===== src/rtl/mem_bus_arbiter.sv =====
// mem_bus_arbiter: three-port round-robin arbiter and transaction sequencer for the external memory bus
module mem_bus_arbiter #(
  parameter int DATA_WIDTH     = 32,
  parameter int ADDR_WIDTH     = 32,
  parameter int TIMEOUT_CYCLES = 1024
) (
  input  logic                  clk,
  input  logic                  rst,
  input  logic                  p0_read_request,
  input  logic [ADDR_WIDTH-1:0] p0_addr,
  output logic                  p0_response,
  output logic [DATA_WIDTH-1:0] p0_read_data,
  input  logic                  p1_read_request,
  input  logic                  p1_write_request,
  input  logic [ADDR_WIDTH-1:0] p1_addr,
  input  logic [DATA_WIDTH-1:0] p1_write_data,
  output logic                  p1_response,
  output logic [DATA_WIDTH-1:0] p1_read_data,
  input  logic                  p2_read_request,
  input  logic                  p2_write_request,
  input  logic [ADDR_WIDTH-1:0] p2_addr,
  input  logic [DATA_WIDTH-1:0] p2_write_data,
  output logic                  p2_response,
  output logic [DATA_WIDTH-1:0] p2_read_data,
  output logic                  bus_error,
  output logic                  memory_read_request,
  output logic                  memory_write_request,
  output logic [ADDR_WIDTH-1:0] memory_addr,
  output logic [DATA_WIDTH-1:0] memory_write_data,
  input  logic                  memory_response,
  input  logic [DATA_WIDTH-1:0] memory_read_data
);
  typedef enum logic [1:0] {IDLE, BUSY, RESP} state_t;
  state_t                r_state;
  logic [1:0]            r_last, r_grant;
  logic [15:0]           r_cnt;
  logic [2:0]            r_resp;
  logic                  r_err, r_mem_rd, r_mem_wr;
  logic [ADDR_WIDTH-1:0] r_addr;
  logic [DATA_WIDTH-1:0] r_wdata, r_rdata;
  logic [2:0]            w_req, w_wr;
  logic [ADDR_WIDTH-1:0] w_addr [3];
  logic [DATA_WIDTH-1:0] w_wdata [3];
  logic [1:0]            w_o1, w_o2, w_win;
  logic                  w_timeout;
  assign w_req      = {p2_read_request | p2_write_request, p1_read_request | p1_write_request, p0_read_request};
  assign w_wr       = {p2_write_request, p1_write_request, 1'b0};
  assign w_addr[0]  = p0_addr;
  assign w_addr[1]  = p1_addr;
  assign w_addr[2]  = p2_addr;
  assign w_wdata[0] = '0;
  assign w_wdata[1] = p1_write_data;
  assign w_wdata[2] = p2_write_data;
  assign w_timeout  = r_cnt == 16'(TIMEOUT_CYCLES - 1);
  // round-robin search starting just after the last winner, ending with the last winner itself
  always_comb begin
    w_o1  = (r_last == 2'd2) ? 2'd0 : r_last + 2'd1;
    w_o2  = (r_last == 2'd0) ? 2'd2 : r_last - 2'd1;
    w_win = w_req[w_o1] ? w_o1 : w_req[w_o2] ? w_o2 : r_last;
  end
  // transaction sequencer: grant in IDLE, hold the bus in BUSY, one-cycle completion in RESP
  always_ff @(posedge clk or posedge rst) begin
    if (rst) begin
      r_state  <= IDLE;
      r_last   <= 2'd2;
      r_grant  <= 2'd0;
      r_cnt    <= '0;
      r_resp   <= '0;
      r_err    <= 1'b0;
      r_mem_rd <= 1'b0;
      r_mem_wr <= 1'b0;
      r_addr   <= '0;
      r_wdata  <= '0;
      r_rdata  <= '0;
    end else begin
      case (r_state)
        IDLE: if (|w_req) begin
          r_grant  <= w_win;
          r_last   <= w_win;
          r_addr   <= w_addr[w_win];
          r_wdata  <= w_wdata[w_win];
          r_mem_rd <= !w_wr[w_win];
          r_mem_wr <= w_wr[w_win];
          r_cnt    <= '0;
          r_state  <= BUSY;
        end
        BUSY: if (memory_response || w_timeout) begin
          r_mem_rd <= 1'b0;
          r_mem_wr <= 1'b0;
          r_addr   <= '0;
          r_wdata  <= '0;
          r_rdata  <= (memory_response && r_mem_rd) ? memory_read_data : '0;
          r_err    <= !memory_response;
          r_resp   <= 3'b001 << r_grant;
          r_state  <= RESP;
        end else begin
          r_cnt <= r_cnt + 16'd1;
        end
        default: begin
          r_resp  <= '0;
          r_err   <= 1'b0;
          r_rdata <= '0;
          r_state <= IDLE;
        end
      endcase
    end
  end
  assign p0_response          = r_resp[0];
  assign p1_response          = r_resp[1];
  assign p2_response          = r_resp[2];
  assign p0_read_data         = r_resp[0] ? r_rdata : '0;
  assign p1_read_data         = r_resp[1] ? r_rdata : '0;
  assign p2_read_data         = r_resp[2] ? r_rdata : '0;
  assign bus_error            = r_err;
  assign memory_read_request  = r_mem_rd;
  assign memory_write_request = r_mem_wr;
  assign memory_addr          = r_addr;
  assign memory_write_data    = r_wdata;
endmodule

===== config.mk =====
export PLATFORM = sky130hd
export DESIGN_NAME = mem_bus_arbiter
export DESIGN_NICKNAME = d
export VERILOG_FILES = /design/src/rtl/mem_bus_arbiter.sv
export SDC_FILE = /design/constraint.sdc
export NUM_CORES = 1
export LEC_CHECK = 0
export ABC_AREA = 1
export CAP_MARGIN = 15
export CORE_ASPECT_RATIO = 0.8
export CORE_MARGIN = 1
export CORE_UTILIZATION = 35
export DETAILED_ROUTE_END_ITERATION = 6
export PLACE_DENSITY = 0.71
export SLEW_MARGIN = 20
export SYNTH_ARGS = -nofsm -noshare
export SYNTH_HDL_FRONTEND = slang
export SYNTH_SLANG_ARGS = --single-unit

===== constraint.sdc =====
create_clock -name clk -period 5.55 [get_ports clk]
set_input_delay 0.555 -clock clk [delete_from_list [all_inputs] [get_ports clk]]
set_output_delay 0.555 -clock clk [all_outputs]
set_load 0.05 [all_outputs]

==> impl_metrics.csv <==
group,metric,value,unit
status,status,"finished clean",
global_routing,grt_antenna_before_repair,1,
sta,finalSetupTns,0,ns
synthesis,synth_seq_area_share,0.416,
clocking,clock_path_buffers,2,
critical_path,cp_data_arrival_time,3.70,ns
clocking,h-tree-depth,4,
synthesis,post_synth_xor_area_fraction,0.00946,
synthesis,synth_fa_ha_area_frac,0.0101,
place,routabilityCongestion,0.898,
floorplan,initial_core_util,0.358,
clocking,clkSinkCount,123,
critical_path,regToRegSetupSlack,2.14,ns
critical_path,cp-end-kind,"register",
synthesis,syn-num-nets,1326,
synthesis,ys_seq_elements,123,
critical_path,worstRegToRegCells,14,
routing,wirelength,25.8,mm
synthesis,synth-main-ff-cell,"dfrtp_1",
clocking,cts_buffers,17,
sta,post-route-period-util,0.615,
synthesis,yosysWarnings,0,
worst_hold_path,hold_depth,1,
synthesis,async_flop_share,1.00,
sta,max-slew-margin-rel,0.299,
routing,remaining_drc_errors,0,
global_routing,first_global_vias,7730,
critical_path,cp.required,5.84,ns
routing,drt_iter0_markers,477,
floorplan,die_h,132,µm
global_routing,grt_pass1_wl,40.2,mm
clocking,cts_root_buf,"clkbuf_16",
sta,tightest_slew,1.05,ns
critical_path,r2r_end,"memory_addr[16]",
global_routing,grt_max_degree,82,
final_layout,mostFrequentLayoutCell,"nand2_1",
final_layout,fillers,1954,
synthesis,synth-compound-area-share,0.0389,
final_layout,drive_gt1_frac,0.0385,
worst_hold_path,hold_path_startpoint,"r_grant[1]",
power_and_ir_drop,p_per_area,582,nW/µm²
critical_path,r2r_start,"r_last[1]",
sta,finalHoldViolations,0,
routing,via_per_inst,4.72,
routing,wl_met3,1.89,mm
sta,rsz0062_at_grt,"no",
routing,wl_met2,12.9,mm
floorplan,die_area,21700,µm²
synthesis,synth_mux_area_frac,0,
clocking,post-cts-setup-buffer-count,0,
power_and_ir_drop,leakage,6.23,nW
floorplan,ios,366,
synthesis,synthTopCellsByArea,"dfrtp_1 41%, nand2_1 24%, nand3_1 11%",
power_and_ir_drop,ir_drop,0.349,mV
routing,wl_per_cell,15.0,µm
synthesis,synth_cells,1120,
critical_path,cp_max_fo,36,
floorplan,fp.dieW,165,µm
global_routing,track_usage,0.240,
routing,routed-via-count,8137,
sta,min_period,3.41,ns
synthesis,syn_area,7400,µm²
routing,first_pass_iters,5,
clocking,cts-resized-gates,0,
synthesis,synth_area_leader_cell,"dfrtp_1",
routing,m1WireLength,10.4,mm
flow_run,maxCapViolations,0,
final_layout,area_growth,58.0,%
synthesis,synth.avg_cell_area,6.61,µm²
global_routing,grt_overflow_total,0,
place,dp_hpwl,18.6,mm
worst_hold_path,min_to,"r_resp[1]",
routing,postRouteAntennaNets,0,
worst_hold_path,hp-class,"reg -> reg",
final_layout,mostFrequentLayoutCells,"480 x nand2_1, 365 x clkdlybuf4s50_1, 167 x nand3_1",
critical_path,crit_path_start,"r_last[1]",
clocking,hold_buffers,0,
sta,finalSetupViolCount,0,
sta,skew,0.0102,ns
clocking,cts_tree,"yes",
critical_path,critical_path_class,"reg -> reg",
sta,drv_slew,0,
synthesis,synth-edff-count,0,
routing,routed.top_layer,"met4",
place,port_buffers,365,
synthesis,synth_top_area_share,0.412,
critical_path,setup.worst_path.start_class,"register",
synthesis,synth-simple-area-share,0.396,
floorplan,num_rows,47,
final_layout,fin_nets,1650,
clocking,clk_latency,0.41,ns
clocking,clk_pin_slew,0.06,ns
synthesis,synth_top_family_by_area,"simple AND/OR/NAND/NOR gates",
floorplan,coreArea,20700,µm²
sta,max_clock_freq,293,MHz
sta,whs,0.488,ns
synthesis,ys_types,32,
[power breakdown]
group	internal, W	leakage, nW	switching, W
clock	0.000768	0.296	0.000402
combinational	0.00123	4.33	0.00279
sequential	0.00126	1.60	0.000355
total	0.00326	6.23	0.00355
[per-stage QoR]
step | setup WS, ns | std cells | area, µm² | util | power [W]
final | 2.14 | 1725 | 11700 | 0.565 | 0.00681
after global routing | 1.71 | 1725 | 11700 | 0.565 | 0.00733
after floorplan | 1.73 | 1120 | 7400 | - | 0.00448
after detailed placement | 1.97 | 1694 | 11100 | 0.536 | 0.00568
after CTS | 2.07 | 1724 | 11700 | 0.565 | 0.00688
after global placement | 2.11 | 1694 | 11100 | 0.536 | 0.00562
[state kept, by name, indices dropped and copies added (netlist names)]
name and cells:
r_resp 3, r_last 2, memory_write_data 32, memory_write_request 1
r_cnt 16, r_grant 1, r_state 2, memory_read_request 1
bus_error 1, memory_addr 32, r_rdata 32
[critical path: stages (launching register included)]
cell and delay, ns:
dfstp_2 0.55, inv_1 0.09, ha_1 0.32, inv_1 0.08, a21oi_1 0.05, nand2_1 0.11
nand2_1 0.08, nand2_1 0.06, nand2_1 0.05, nand2_1 0.10, nand2_4 0.24, nand2_2 0.55
clkinv_2 0.64, nand2_1 0.25, nand3_1 0.09
[synth_stat cells (all sizes together), types with 3 or more instances]
cell type  instances
xor2               7
o21ai             47
inv              161
nor3               7
clkbuf            20
ha                 6
nand2            489
dfrtp            122
nand4              4
buf               44
nand3b             3
nand3            167
a21oi              6
nor2              27
[how the worst max path moves through the flow]
| stage | endpoint | slack, ns |
|---|---|---|
| global route | memory_addr[7] | 1.71 |
| detailed placement | memory_addr[12] | 1.97 |
| finish | memory_addr[16] | 2.14 |
| global placement | memory_addr[29] | 2.11 |
| floorplan | bus_error | 1.73 |
| CTS | memory_addr[7] | 2.07 |
[layout make-up]
cell class,instances,area (µm²),share of cell area
flip-flops and latches,123,3080,0.263
inverters,163,618,0.0528
clock buffers,22,464,0.0397
multi-input cells,770,3370,0.288
well taps,269,337,0.0288
clock inverters,8,143,0.0122
repair buffers,369,3680,0.315
diodes,1,2.50,0.000214
[kinds of logic (layout without fill, tap and decap cells)]
group,after synthesis,after routing
xor gates and xnor gates,8,8
AOI/OAI and AO/OA,56,56
other,0,1
DFF,123,123
adders and majority gates,6,6
and+or+nand+nor,700,700
buffers and inverters,227,562
[metal layers]
layer / up-vias / GRT usage
li1: 4065 / -
met2: 271 / 0.415
met3: 36 / 0.0664
met5: - / 0
met4: 0 / 0.0815
met1: 3765 / 0.282
Note: power is estimated with default switching activity, not from simulation.
